--- src/rtl/mem_access_unit.sv ---
// Load/store unit between the EX/MEM slot and a simple req/ack word bus.
// Checks alignment and size, drives byte lanes, extends load data, and times out a stalled bus.
module mem_access_unit #(
  parameter int unsigned BUS_TIMEOUT = 16
) (
  input  logic        i_clock,
  input  logic        i_reset,
  input  logic        i_isValid,
  input  logic [31:0] i_addr,
  input  logic [31:0] i_wrData,
  input  logic        i_memWrEnable,
  input  logic        i_memRdEnable,
  input  logic [1:0]  i_memAccess,
  input  logic        i_memUnsigned,
  output logic        o_stall,
  output logic [31:0] o_rdData,
  output logic        o_rdValid,
  output logic        o_fault,
  output logic [1:0]  o_faultCode,
  output logic        o_bus_req,
  output logic        o_bus_wr,
  output logic [31:0] o_bus_addr,
  output logic [3:0]  o_bus_be,
  output logic [31:0] o_bus_wrData,
  input  logic        i_bus_ack,
  input  logic [31:0] i_bus_rdData
);

  // state | meaning
  // IDLE  | waiting for a valid load/store
  // BUSY  | bus request outstanding, timeout counter running
  // DONE  | access finished; rdValid strobe for loads
  // FAULT | one-cycle fault strobe with faultCode
  typedef enum logic [1:0] {S_IDLE, S_BUSY, S_DONE, S_FAULT} state_t;

  localparam logic [7:0] TMO_LOAD = 8'(BUS_TIMEOUT - 1);

  state_t      state_q, state_d;
  logic        bus_req_q, bus_req_d;
  logic        bus_wr_q, bus_wr_d;
  logic [31:0] bus_addr_q, bus_addr_d;
  logic [3:0]  bus_be_q, bus_be_d;
  logic [31:0] bus_wr_data_q, bus_wr_data_d;
  logic [1:0]  size_q, size_d;
  logic        unsigned_q, unsigned_d;
  logic [1:0]  addr_lo_q, addr_lo_d;
  logic [31:0] rd_data_q, rd_data_d;
  logic [1:0]  fault_code_q, fault_code_d;
  logic [7:0]  cnt_q, cnt_d;

  logic        accept;
  logic        misaligned;
  logic [3:0]  be_new;
  logic [31:0] wr_lanes;
  logic [31:0] shifted;
  logic [31:0] load_ext;

  always_comb begin
    accept     = i_isValid & (i_memRdEnable | i_memWrEnable);
    misaligned = ((i_memAccess == 2'd1) & i_addr[0]) |
                 ((i_memAccess == 2'd2) & (i_addr[1:0] != 2'b00));
    be_new     = 4'b1111;
    wr_lanes   = i_wrData;
    case (i_memAccess)
      2'd0: begin
        be_new   = 4'b0001 << i_addr[1:0];
        wr_lanes = {4{i_wrData[7:0]}};
      end
      2'd1: begin
        be_new   = 4'b0011 << {i_addr[1], 1'b0};
        wr_lanes = {2{i_wrData[15:0]}};
      end
      default: ;
    endcase

    shifted  = i_bus_rdData >> {addr_lo_q, 3'b000};
    load_ext = shifted;
    case (size_q)
      2'd0: load_ext = unsigned_q ? {24'b0, shifted[7:0]} : {{24{shifted[7]}}, shifted[7:0]};
      2'd1: load_ext = unsigned_q ? {16'b0, shifted[15:0]} : {{16{shifted[15]}}, shifted[15:0]};
      default: ;
    endcase
  end

  always_comb begin
    state_d       = state_q;
    bus_req_d     = bus_req_q;
    bus_wr_d      = bus_wr_q;
    bus_addr_d    = bus_addr_q;
    bus_be_d      = bus_be_q;
    bus_wr_data_d = bus_wr_data_q;
    size_d        = size_q;
    unsigned_d    = unsigned_q;
    addr_lo_d     = addr_lo_q;
    rd_data_d     = rd_data_q;
    fault_code_d  = fault_code_q;
    cnt_d         = cnt_q;
    o_stall       = 1'b0;

    case (state_q)
      S_IDLE: begin
        o_stall = accept;
        if (accept) begin
          if (i_memAccess == 2'd3) begin
            state_d      = S_FAULT;
            fault_code_d = 2'd3;
          end else if (misaligned) begin
            state_d      = S_FAULT;
            fault_code_d = {1'b0, i_memWrEnable};
          end else begin
            // write wins when both enables are set
            state_d       = S_BUSY;
            bus_req_d     = 1'b1;
            bus_wr_d      = i_memWrEnable;
            bus_addr_d    = {i_addr[31:2], 2'b00};
            bus_be_d      = be_new;
            bus_wr_data_d = wr_lanes;
            size_d        = i_memAccess;
            unsigned_d    = i_memUnsigned;
            addr_lo_d     = i_addr[1:0];
            cnt_d         = TMO_LOAD;
          end
        end
      end
      S_BUSY: begin
        o_stall = 1'b1;
        if (i_bus_ack) begin
          state_d   = S_DONE;
          bus_req_d = 1'b0;
          if (!bus_wr_q) rd_data_d = load_ext;
        end else if (cnt_q == 8'd0) begin
          state_d      = S_FAULT;
          bus_req_d    = 1'b0;
          fault_code_d = 2'd2;
        end else begin
          cnt_d = cnt_q - 8'd1;
        end
      end
      S_DONE:  state_d = S_IDLE;
      S_FAULT: state_d = S_IDLE;
      default: state_d = S_IDLE;
    endcase
  end

  always_ff @(posedge i_clock or posedge i_reset) begin
    if (i_reset) begin
      state_q       <= S_IDLE;
      bus_req_q     <= 1'b0;
      bus_wr_q      <= 1'b0;
      bus_addr_q    <= '0;
      bus_be_q      <= '0;
      bus_wr_data_q <= '0;
      size_q        <= '0;
      unsigned_q    <= 1'b0;
      addr_lo_q     <= '0;
      rd_data_q     <= '0;
      fault_code_q  <= '0;
      cnt_q         <= '0;
    end else begin
      state_q       <= state_d;
      bus_req_q     <= bus_req_d;
      bus_wr_q      <= bus_wr_d;
      bus_addr_q    <= bus_addr_d;
      bus_be_q      <= bus_be_d;
      bus_wr_data_q <= bus_wr_data_d;
      size_q        <= size_d;
      unsigned_q    <= unsigned_d;
      addr_lo_q     <= addr_lo_d;
      rd_data_q     <= rd_data_d;
      fault_code_q  <= fault_code_d;
      cnt_q         <= cnt_d;
    end
  end

  assign o_bus_req    = bus_req_q;
  assign o_bus_wr     = bus_wr_q;
  assign o_bus_addr   = bus_addr_q;
  assign o_bus_be     = bus_be_q;
  assign o_bus_wrData = bus_wr_data_q;
  assign o_rdData     = rd_data_q;
  // DONE is only reachable from BUSY, so bus_wr_q still describes that access
  assign o_rdValid    = (state_q == S_DONE) & ~bus_wr_q;
  assign o_fault      = (state_q == S_FAULT);
  assign o_faultCode  = fault_code_q;

endmodule

--- config.mk ---
export PLATFORM = sky130hd
export DESIGN_NAME = mem_access_unit
export DESIGN_NICKNAME = d
export VERILOG_FILES = /design/src/rtl/mem_access_unit.sv
export SDC_FILE = /design/constraint.sdc
export NUM_CORES = 1
export LEC_CHECK = 0
export CAP_MARGIN = 15
export CELL_PAD_IN_SITES_DETAIL_PLACEMENT = 1
export CELL_PAD_IN_SITES_GLOBAL_PLACEMENT = 2
export CORE_UTILIZATION = 23
export CTS_BUF_LIST = sky130_fd_sc_hd__clkbuf_8 sky130_fd_sc_hd__clkbuf_16
export CTS_CLUSTER_SIZE = 40
export DETAILED_ROUTE_END_ITERATION = 8
export PLACE_DENSITY = 0.74
export SLEW_MARGIN = 20
export SYNTH_ARGS = -nofsm -noshare
export SYNTH_HDL_FRONTEND = slang
export SYNTH_SLANG_ARGS = --single-unit
--- constraint.sdc ---
create_clock -name i_clock -period 3.7 [get_ports i_clock]
set_input_delay 0.37 -clock i_clock [delete_from_list [all_inputs] [get_ports i_clock]]
set_output_delay 0.37 -clock i_clock [all_outputs]
set_load 0.01 [all_outputs]
=== Word-level counts from Yosys, hierarchy flattened ===
Index checks and enable logic that the tools add are counted.

* Add/sub/neg operators: 1
* $mul: 0
* Divide/modulo/power cells: 0
* Magnitude comparators: 0
* Eq/ne operators: 15
* Shift-type cells: 3
* Muxes and demuxes: 30
* Bitwise logic cells: 9
* Reductions and logical operators: 13

{| class="wikitable"
|+ Operators with widths
! kind !! number
|-
| $pmux 32 s2 || 2
|-
| $mux 32 || 2
|-
| $mux 8 || 5
|-
| $shr 32x5->32 || 1
|-
| $mux 2 || 10
|-
| $pmux 8 s2 || 1
|-
| $ne 2x2->1 const B || 6
|-
| $reduce_and 5->1 || 2
|-
| $eq 2x2->1 const B || 4
|-
| $logic_not 8->1 || 1
|-
| $pmux 4 s2 || 1
|-
| $sub 8x1->8 const B || 1
|-
| $eq 2x1->1 const B || 3
|-
| $logic_not 2->1 || 3
|-
| $ne 3x3->1 const B || 2
|-
| $pmux 2 s3 || 1
|-
| $reduce_and 6->1 || 1
|-
| $mux 1 || 5
|-
| $and 1x1->1 || 4
|-
| $pmux 1 s2 || 2
|-
| $pmux 2 s2 || 1
|-
| $reduce_and 4->1 || 1
|-
| $reduce_bool 2->1 || 2
|-
| $shl 1x2->4 const A || 1
|-
| 6 further kinds || 9
|}

* Register bits: 117
* Latch bits: 0
* Bits in writable memories: 0
* Bits in read-only memories: 0
* Input bits: 105
* Output and inout port bits: 107
* Logic and storage cells: 83
* Memories: 0

=== Depth between registers and ports, before layout ===
* Depth in word-level cells: 7
* Depth in mapped cells: 8
* Depth with buffers taken out: 6

=== Worst setup path before layout ===
No wires, ideal clock.

* Path kind: input to register
* Start: input i_memAccess[0]
* End: register bus_wr_data_q[21] (netlist: o_bus_wrData[21])
* Setup time: 0.133 ns
* Arrival: 1.768 ns
* Data required time: 3.567 ns
* Setup slack: 1.799 ns
* Stages on the path: 8
* Path buffers: 4
* Cells stage by stage: buf_2 -> or3_1 -> buf_2 -> a2111o_1 -> buf_2 -> buf_2 -> nand2_1 -> o21ai_0

* Cells in the longest elaborated chain, start to end: 5
* Elaborated cells between the ends (all ways): 11
* Those cells by class: 3 x eq/ne; 1 x mux; 5 x bitwise; 2 x reduce/logical

{| class="wikitable"
|+ Ends and longest elaborated chain
! what !! line !! RTL
|-
| start, declared || 13 || <nowiki>input logic [1:0] i_memAccess,</nowiki>
|-
| $eq 2x1->1 or $eq 2x2->1 (tied branches) || 60, 64, 61 ||
|-
| $and 1x1->1 (on tied branches) || 60, 61 ||
|-
| $or 1x1->1 || 60 || <nowiki>misaligned = ((i_memAccess == 2'd1) & i_addr[0]) |</nowiki>
|-
| $not 1->1 (no line) || n/a ||
|-
| $reduce_and 4->1 (no line) || n/a ||
|-
| end signal, assigned || 165 || <nowiki>bus_wr_data_q <= bus_wr_data_d;</nowiki>
|-
| end, declared || 43 || <nowiki>logic [31:0] bus_wr_data_q, bus_wr_data_d;</nowiki>
|}

Parallel ways exist; a longest one is shown, timed or not.
A chain may end at the register's enable or synchronous reset.

=== Worst setup path in the final report ===
* Start: register state_q[1]
* End: output o_rdValid

* Cells in the longest elaborated chain, start to end: 2

{| class="wikitable"
|+ Ends and longest elaborated chain
! what !! line !! RTL
|-
| start, declared || 38 || <nowiki>state_t state_q, state_d;</nowiki>
|-
| start signal, assigned || 160 || <nowiki>state_q <= state_d;</nowiki>
|-
| $eq 2x2->1 || 182 || <nowiki>assign o_rdValid = (state_q == S_DONE) & ~bus_wr_q;</nowiki>
|-
| $and 1x1->1 || 182 ||
|-
| end, declared || 17 || <nowiki>output logic o_rdValid,</nowiki>
|}

Every way passes these cells.

==> impl_metrics.env <==
export IMPL_p_per_area_nw_per_um2=770
export IMPL_num_vias=5079
export IMPL_rsz0062_at_grt="false"
export IMPL_critPathLaunchType="register"
export IMPL_diodes=0
export IMPL_fin_crit_sh_pct=67.2
export IMPL_cp_max_fo=13
export IMPL_relSlewSlack_pct=36.8
export IMPL_ant_nets=0
export IMPL_clockBufferDepth=2
export IMPL_total_power_mw=6.57
export IMPL_numCtsBuffers=17
export IMPL_port_buffers=209
export IMPL_synthesis_area_um2=5570
export IMPL_layout_common_cells="209 x clkdlybuf4s50_1, 182 x nand2_1, 117 x dfrtp_1"
export IMPL_synthFlopType="dfrtp_1"
export IMPL_post_drt_wl_per_cell_um=16.7
export IMPL_die_h_um=158
export IMPL_worstSkewPairLatency_ns=0.42
export IMPL_cts_tree="yes"
export IMPL_cp_slowest_stage_delay_ns=0.64
export IMPL_hold_violations=0
export IMPL_postLayoutCellArea_um2=8530
export IMPL_first_pass_iters=4
export IMPL_postCtsSetupRepairBufs=0
export IMPL_yosys_warnings=0
export IMPL_grt_pass1_vias=5332
export IMPL_synthToLayoutAreaGrowth_pct=53.1
export IMPL_routed_wl_um=19000
export IMPL_status="completed"
export IMPL_final_common_cell="clkdlybuf4s50_1"
export IMPL_antenna_found_initial=0
export IMPL_final_nets=911
export IMPL_crit_buf_inv=2
export IMPL_die_width_um=158
export IMPL_cts_resized=0
export IMPL_cp_cell_sequence="inv_1, nor3_1, clkdlybuf4s50_1"
export IMPL_post_dp_hpwl_um=13600
export IMPL_ys_seq_elements=117
export IMPL_timing_fmax_mhz=402
export IMPL_p_leak_nw=3.72
export IMPL_max_vdd_ir_drop_mv=0.302
export IMPL_grt_max_degree=62
export IMPL_critPathArrivalTime_ns=2.12
export IMPL_syn_avg_cell_area_um2=9.19
export IMPL_ys_types=49
export IMPL_report_final_slew_viol_count=0
export IMPL_synth_seq_area_share_pct=52.6
export IMPL_cts_root_buf="clkbuf_16"
export IMPL_cts_sinks=117
export IMPL_place_congestion=0.761
export IMPL_synth_edf_count=0
export IMPL_clkTransAtPathRegs_ns=0.06
export IMPL_endpoint_kind="output pin"
export IMPL_tns_ns=0
export IMPL_grt_pass1_wl_um=29700
export IMPL_h_tree_depth=4
export IMPL_synthCells=606
export IMPL_fin_worst_skew_ns=0.0107
export IMPL_crit_family="buffers and inverters"
export IMPL_crit_type="reg -> out"
export IMPL_hold_class="in -> async"
export IMPL_route_detailed_drc=0
export IMPL_die_area_um2=24800
export IMPL_ios=212
export IMPL_async_reset_ff_share_pct=100
export IMPL_vias_per_cell=4.47
export IMPL_drive_above_1_share_pct=7.47
export IMPL_hold_buffers=0
export IMPL_maxCapViolCount=0
export IMPL_hold_ws_ns=0.442
export IMPL_min_period_ns=2.49
export IMPL_crit_path_top_delay_cell="dfrtp_1"
export IMPL_coreArea_um2=23600
export IMPL_start_util_pct=23.6
export IMPL_grt_usage_pct=15.8
export IMPL_fp_row_count=56
export IMPL_nFillCells=2714
export IMPL_setup_violations=0
export IMPL_placed_area_um2=7980
export IMPL_drtIter0Drc=192
export IMPL_worst_pin_slew_ns=0.944
export IMPL_grt_ovfl_total=0
export IMPL_crit_required_ns=3.33
==> metrics by stage <==
stage	setup slack, ns	utilization (%)	std cells
detailed placement	0.925	33.8	1104
global placement	0.995	33.8	1104
CTS	1.14	36.1	1136
finish	1.21	36.1	1136
global route	1.06	36.1	1136
floorplan	0.229	-	607
==> kinds of logic (layout without fill, tap and decap cells) <==
group / after synthesis / count (layout) / share of synthesized area [%]
compound gates: 107 / 107 / 12.0
xor+xnor: 3 / 3 / 0.472
fa+ha+maj: 2 / 2 / 0.449
buf+inv: 50 / 260 / 4.11
flops: 117 / 117 / 52.6
mux: 51 / 51 / 9.42
other cells: 1 / 2 / 0.0674
simple gates: 275 / 275 / 20.9
==> report_power, final <==
| group | switching, mW | internal, mW |
|---|---|---|
| logic | 1.33 | 1.47 |
| clock network | 0.625 | 0.904 |
| registers | 0.383 | 1.85 |
==> registers in the layout, indices dropped and copies added, names as in the netlist <==
register      cells
o_bus_wrData     32
o_rdData         32
o_bus_addr       30
cnt_q             8
o_bus_be          4
addr_lo_q         2
o_faultCode       2
size_q            2
state_q           2
o_bus_req         1
o_bus_wr          1
unsigned_q        1
==> per-layer routing <==
layer	track usage [%]	up-vias	part of all wire [%]
met4	4.72	0	1.4
met3	6.49	14	8.5
met1	19.8	2462	44
met5	0	-	0
met2	24.6	153	46
li1	-	2450	-
==> path summary, 6_finish.rpt <==
kind	startpoint	endpoint	slack (ns)	cells past startpoint
min	i_reset	o_bus_addr[10]	0.44	2
max reg2reg	addr_lo_q[0]	o_rdData[31]	1.50	5
min in group i_clock	o_bus_addr[12]	o_bus_addr[12]	0.47	2
min reg2reg	o_bus_addr[12]	o_bus_addr[12]	0.47	2
max	state_q[1]	o_rdValid	1.21	3
max in group asynchronous	i_reset	o_bus_wrData[29]	2.42	3
==> area by class of cell <==
class                   instances  area (um^2)  share of cell area, %
multi-input cells             440         2420                   28.4
clock buffers                  20          467                   5.47
well taps                     319          399                   4.68
clock inverters                12         80.1                  0.939
flip-flops and latches        117         2930                   34.3
inverters                       8         32.5                  0.382
repair buffers                220         2200                   25.8
==> synth_stat cells, types with 3 or more instances <==
master | instances | area share [%]
nor2_1 | 38 | 2.6
or3_1 | 4 | 0.45
o21a_1 | 4 | 0.54
buf_2 | 20 | 1.8
a221o_1 | 10 | 1.8
o21ai_0 | 48 | 4.3
mux2i_1 | 40 | 7.2
a31oi_1 | 4 | 0.45
nor4_1 | 3 | 0.34
inv_1 | 8 | 0.54
nand2_1 | 182 | 12
nand4_1 | 4 | 0.45
dfrtp_1 | 117 | 53
and2_1 | 6 | 0.67
a21oi_1 | 27 | 2.4
mux2_2 | 11 | 2.2
nor3_1 | 8 | 0.72
nor2b_1 | 4 | 0.45
a211oi_1 | 3 | 0.40
buf_1 | 3 | 0.20
clkbuf_1 | 15 | 1.0
nand3_1 | 16 | 1.4
Note: power is estimated with default switching activity, not from simulation.
